File: config.mk
export PLATFORM = sky130hd
export DESIGN_NAME = branch_redirect_controller
export DESIGN_NICKNAME = d
export VERILOG_FILES = /design/src/rtl/branch_redirect_controller.sv
export SDC_FILE = /design/constraint.sdc
export NUM_CORES = 1
export LEC_CHECK = 0
export CAP_MARGIN = 20
export CORE_ASPECT_RATIO = 1.5
export CORE_MARGIN = 1
export CORE_UTILIZATION = 35
export DETAILED_ROUTE_END_ITERATION = 10
export GPL_ROUTABILITY_DRIVEN = 0
export PLACE_DENSITY_LB_ADDON = 0.05
export SETUP_SLACK_MARGIN = 0.2
export SYNTH_ARGS = -nofsm -noshare
export SYNTH_HDL_FRONTEND = slang
export SYNTH_SLANG_ARGS = --single-unit
File: constraint.sdc
create_clock -name CLK -period 5.85 [get_ports CLK]
set_clock_uncertainty 0.2 [all_clocks]
set_input_delay 0.585 -clock CLK [delete_from_list [all_inputs] [get_ports CLK]]
set_output_delay 0.585 -clock CLK [all_outputs]
set_load 0.1 [all_outputs]
File: src/rtl/branch_redirect_controller.sv
// Turns an EX-stage taken branch/jump into a registered redirect request to fetch,
// flushes the front pipeline registers, and counts accepted redirects.
module branch_redirect_controller #(
  parameter int unsigned DRAIN_CYCLES = 2,
  parameter int unsigned CNT_W        = 16
) (
  input  logic             CLK,
  input  logic             RESET,
  input  logic             EX_VALID,
  input  logic             BJ_SIG,
  input  logic [31:0]      BJ_TARGET,
  input  logic             MEM_BUSY,
  input  logic             FETCH_READY,
  input  logic             CLEAR_CNT,
  output logic             REDIRECT_VALID,
  output logic [31:0]      REDIRECT_PC,
  output logic             PC_SEL,
  output logic             FLUSH_IFID,
  output logic             FLUSH_IDEX,
  output logic             BUSY,
  output logic [CNT_W-1:0] TAKEN_COUNT
);

  typedef enum logic [1:0] {
    IDLE     = 2'd0,
    REDIRECT = 2'd1,
    DRAIN    = 2'd2
  } state_t;

  localparam logic [2:0] DRAIN_INIT = 3'(DRAIN_CYCLES);

  state_t           state_q, state_d;
  logic [31:0]      redirect_pc_q, redirect_pc_d;
  logic [CNT_W-1:0] taken_count_q, taken_count_d;
  logic [2:0]       drain_cnt_q, drain_cnt_d;
  logic             trigger;
  logic             accept;

  // A stalled EX instruction is not a trigger yet; it fires once MEM_BUSY drops.
  assign trigger = EX_VALID & BJ_SIG & ~MEM_BUSY;
  assign accept  = (state_q == IDLE) & trigger;

  always_comb begin
    state_d       = state_q;
    redirect_pc_d = redirect_pc_q;
    drain_cnt_d   = drain_cnt_q;
    taken_count_d = taken_count_q;

    case (state_q)
      IDLE: begin
        if (trigger) begin
          state_d       = REDIRECT;
          redirect_pc_d = BJ_TARGET;
        end
      end
      REDIRECT: begin
        if (FETCH_READY) begin
          if (DRAIN_CYCLES == 0) begin
            state_d = IDLE;
          end else begin
            state_d     = DRAIN;
            drain_cnt_d = DRAIN_INIT;
          end
        end
      end
      DRAIN: begin
        drain_cnt_d = drain_cnt_q - 3'd1;
        if (drain_cnt_q <= 3'd1) begin
          state_d     = IDLE;
          drain_cnt_d = 3'd0;
        end
      end
      default: begin
        state_d     = IDLE;
        drain_cnt_d = 3'd0;
      end
    endcase

    // Clear wins over the old value, but a same-cycle accept still counts.
    if (CLEAR_CNT) begin
      taken_count_d = accept ? CNT_W'(1) : '0;
    end else if (accept) begin
      taken_count_d = taken_count_q + CNT_W'(1);
    end
  end

  always_ff @(posedge CLK) begin
    if (!RESET) begin
      state_q       <= IDLE;
      redirect_pc_q <= 32'd0;
      taken_count_q <= '0;
      drain_cnt_q   <= 3'd0;
    end else begin
      state_q       <= state_d;
      redirect_pc_q <= redirect_pc_d;
      taken_count_q <= taken_count_d;
      drain_cnt_q   <= drain_cnt_d;
    end
  end

  assign REDIRECT_VALID = (state_q == REDIRECT);
  assign PC_SEL         = REDIRECT_VALID & FETCH_READY;
  assign FLUSH_IFID     = (state_q == REDIRECT);
  assign FLUSH_IDEX     = (state_q == REDIRECT) | (state_q == DRAIN);
  assign BUSY           = (state_q != IDLE);
  assign REDIRECT_PC    = redirect_pc_q;
  assign TAKEN_COUNT    = taken_count_q;

endmodule

**Word-level counts from Yosys, hierarchy flattened**

Index checks and enable logic that the tools add are counted.

- Reduce and logical (&&, ||, !) cells: 6
- Multipliers: 0
- Bitwise gates (word level): 7
- Order comparisons: 1
- Add/sub/neg operators: 2
- Divide/modulo/power cells: 0
- Shift-type cells: 0
- Muxes and demuxes: 10
- Eq/ne operators: 5

Operator list:

| kind | number |
|---|---|
| $mux 16 | 2 |
| $add 16x1->16 const B | 1 |
| $pmux 3 s3 | 1 |
| $mux 2 | 3 |
| $mux 3 | 2 |
| $ne 2x2->1 const B | 3 |
| $pmux 2 s3 | 1 |
| $and 1x1->1 | 4 |
| $reduce_and 2->1 | 2 |
| $reduce_bool 2->1 | 2 |
| $le 3x1->1 const B | 1 |
| $reduce_and 3->1 | 1 |
| $sub 3x1->3 const B | 1 |
| $eq 2x1->1 const B | 1 |
| $eq 2x2->1 const B | 1 |
| $logic_not 2->1 | 1 |
| $not 1->1 | 2 |
| $mux 1 | 1 |
| $or 1x1->1 | 1 |

- Memory bits (read-only): 0
- Output and inout port bits: 53
- Register bits after elaboration: 53
- Memory bits (writable): 0
- Logic and storage cells: 35
- Input port bits: 39
- Latch bits: 0
- Memories kept: 0

**Longest topological paths before layout**

- Depth in word-level cells: 5
- Depth in mapped cells: 7
- Depth with buffers taken out: 6

**Least setup slack after synthesis**

OpenSTA, ideal clock, no wires.

- Kind: register to output
- Start point: register state_q[1]
- End point: output PC_SEL
- Path slack: 2.940 ns
- Data required time: 5.065 ns
- Data arrival time: 2.125 ns
- Buffers on the path: 0
- Stages on the path, launching flop included: 4
- Cells stage by stage: dfxtp_1 inv_1 ha_1 and2_1

- Cells in the longest elaborated chain, start to end: 2

RTL lines:

| item | RTL line | RTL |
|---|---|---|
| start, declared | 32 | `state_t state_q, state_d;` |
| start signal, assigned | 94 | `state_q <= state_d;` |
| $eq 2x1->1 | n/a |  |
| via FLUSH_IFID | 18 | `output logic FLUSH_IFID,` |
| $and 1x1->1 | 102 | `assign PC_SEL = REDIRECT_VALID & FETCH_READY;` |
| end, declared | 17 | `output logic PC_SEL,` |

The timed path passes the listed nets, and every way through them passes these cells.

**Worst setup path after layout**

- Start point: input FETCH_READY
- End point: output PC_SEL

- Cells in the longest elaborated chain, start to end: 1

RTL lines:

| item | RTL line | RTL |
|---|---|---|
| start, declared | 13 | `input logic FETCH_READY,` |
| $and 1x1->1 | 102 |  |

Every way passes these cells.

==> results.json <==
{
  "final-seq-area_um2": 1060,
  "arrival_ns": 2.33,
  "synth-seq-cells": 53,
  "antenna_left": 0,
  "synth-edff-count": 0,
  "async_reset_ff_frac": 0,
  "synth_top_area_share": 0.464,
  "cts_root_buf": "clkbuf_8",
  "synth_cell_type_count": 33,
  "cap_violations": 0,
  "powerDensity_nw_per_um2": 320,
  "post-route-util": 0.540,
  "worstHoldStart": "REDIRECT_PC[10]$_SDFFE_PN0P_",
  "fin_cells": 432,
  "gr-total-overflow": 0,
  "io_buffers": 91,
  "grt_antenna_before_repair": 0,
  "cts_resized": 0,
  "initial_core_util": 0.368,
  "hold_buffers": 0,
  "insertion_delay_ns": 0.30,
  "multi_input_area_um2": 1140,
  "worst_pin_slew_ns": 1.01,
  "ys_top_cells_by_count": "nand2_1 (76), dfxtp_1 (53), a21boi_0 (35)",
  "critPathMaxStageDelay_ns": 1.13,
  "report.final.slew_viol_count": 0,
  "die_y_um": 101,
  "wl_per_cell_um": 12.5,
  "cts.sinks": 53,
  "cp_slowest_cell": "clkdlybuf4s50_1",
  "clockBufferDepth": 2,
  "rsz0062_at_grt": "false",
  "cts_tree": "built",
  "dp_cells": 425,
  "max_freq_mhz": 321,
  "synth-seq-area-share": 0.464,
  "cp_max_fo": 2,
  "avgSynthCellArea_um2": 8.41,
  "critPathRequiredTime_ns": 5.07,
  "grt_pass1_wl_um": 8960,
  "h-tree-depth": 2,
  "synth_area_um2": 2290,
  "total_power_mw": 1.07,
  "run_status": "completed",
  "post-cts-setup-buffers": 0,
  "dpl.hpwl_um": 3760,
  "hold_path.class": "reg2reg",
  "viasPerCell": 4.84,
  "core_area_um2": 6220,
  "drtPass1Iterations": 4,
  "p_leak_nw": 1.12,
  "final-hold-violation-count": 0,
  "grt_max_degree": 41,
  "period_minus_slack_ns": 3.11,
  "grt_pass1_vias": 1991,
  "critical_path_class": "in2out",
  "drc": 0,
  "yosys_most_used_dff": "dfxtp_1",
  "fin_crit_sh": 0.532,
  "finalSetupTns_ns": 0,
  "setup_viol_count_final": 0,
  "setup.worst_path.start": "FETCH_READY",
  "regToRegStartpoint": "state_q[0]$_SDFFE_PN0P_",
  "area_growth_pct": 46.8,
  "max-slew-margin-rel": 0.327,
  "ys_warn_count": 0,
  "synth.top_cells.by_area": "dfxtp_1 (46%), nand2_1 (12%), a21boi_0 (11%)",
  "drive_gt1_frac": 0.0447,
  "cp_cell_sequence": "clkdlybuf4s50_1 -> and2_1 -> clkdlybuf4s50_1",
  "ir_drop_v": 0.000148,
  "drt_iter0_markers": 91,
  "num_rows": 35,
  "layout.nets": 404,
  "crit_buf_inv": 2,
  "path_delay_family": "buffers and inverters",
  "num_vias": 2089,
  "end_kind": "output port",
  "synth_nets": 318,
  "antennaDiodeCount": 0,
  "io_pins": 92,
  "startpoint_type": "input port",
  "cts_inserted_buffers": 5,
  "synth_most_common_cell": "nand2_1",
  "crit_top_cell": "clkdlybuf4s50_1",
  "die-area_um2": 6870,
  "synth_top_area_cell": "dfxtp_1",
  "syn_inst": 272,
  "clk_pin_slew_worst_paths_ns": 0.08,
  "totalWireLength_um": 5410,
  "dieWidth_um": 68.0,
  "nFillCells": 615,
  "grt_usage": 0.170
}
==> layer usage <==
metal  global-route usage  share of wire
met5                    0              0
met2                0.287           0.50
met3               0.0600          0.075
met1                0.194           0.42
met4               0.0529          0.013
==> registers in the layout, summed over array words and instances, names as in the netlist <==
signal / cells
REDIRECT_PC: 32
TAKEN_COUNT: 16
drain_cnt_q: 3
state_q: 2
==> kinds of logic (layout without fill, tap and decap cells) <==
group,Yosys count,count (layout),synth area share
buffers and inverters,21,107,0.0361
flip-flops,53,53,0.464
AO/OA/AOI/OAI,55,55,0.165
AND/OR/NAND/NOR,126,126,0.257
XOR/XNOR,8,8,0.0306
multiplexers,2,2,0.00875
adder cells (fa/ha/maj),7,7,0.0383
==> through the flow <==
stage               setup WS (ns)  hold WS, ns  instance area [µm²]
floorplan                    2.94        0.252                 2290
global route                 2.66        0.290                 3360
CTS                          2.73        0.268                 3360
global placement             2.73        0.248                 3250
finish                       2.74        0.262                 3360
detailed placement           2.73        0.257                 3250
==> worst min-delay path, delay by kind of cell, from the launching register on <==
| family | cells | cell delay (ns) |
|---|---|---|
| DFF | 1 | 0.32 |
| AOI/OAI and AO/OA | 1 | 0.06 |
| and+or+nand+nor | 1 | 0.04 |
==> worst paths after layout <==
path	slack (ns)	to	cells after the start
worst min-delay path	0.26	REDIRECT_PC[10]$_SDFFE_PN0P_	2
worst max register to register	3.47	TAKEN_COUNT[15]$_SDFFE_PN0P_	7
worst max-delay path	2.74	PC_SEL	3
worst min register to register	0.26	REDIRECT_PC[10]$_SDFFE_PN0P_	2
==> where the power goes <==
part           total [mW]  internal, mW  switching, mW
Sequential          0.392         0.379         0.0124
Clock               0.237         0.125          0.112
Combinational       0.446         0.120          0.326
Total                1.07         0.624          0.451
==> layout by cell type (no fill, tap or decap), types with 2 or more instances in the layout <==
master,n
clkdlybuf4s50_1,91
nand2_1,76
dfxtp_1,53
a21boi_0,35
nor2_1,10
or3_1,8
a21oi_1,8
xnor2_1,7
o21ai_0,7
ha_1,7
inv_1,6
nand3_1,5
nor2b_1,5
clkbuf_8,5
nor3_1,4
and2_1,3
nor4_1,3
buf_4,3
nand4_1,2
mux2i_1,2
and4_1,2
a31o_2,2
==> cell type report <==
type                    instances  area share
clock buffers                   5      0.0205
clock inverters                 2      0.0104
inverters                       6     0.00671
multi-input cells             198       0.341
flip-flops and latches         53       0.316
well taps                      74      0.0276
repair buffers                 94       0.278
No activity file was read; power rests on OpenSTA's default activity.
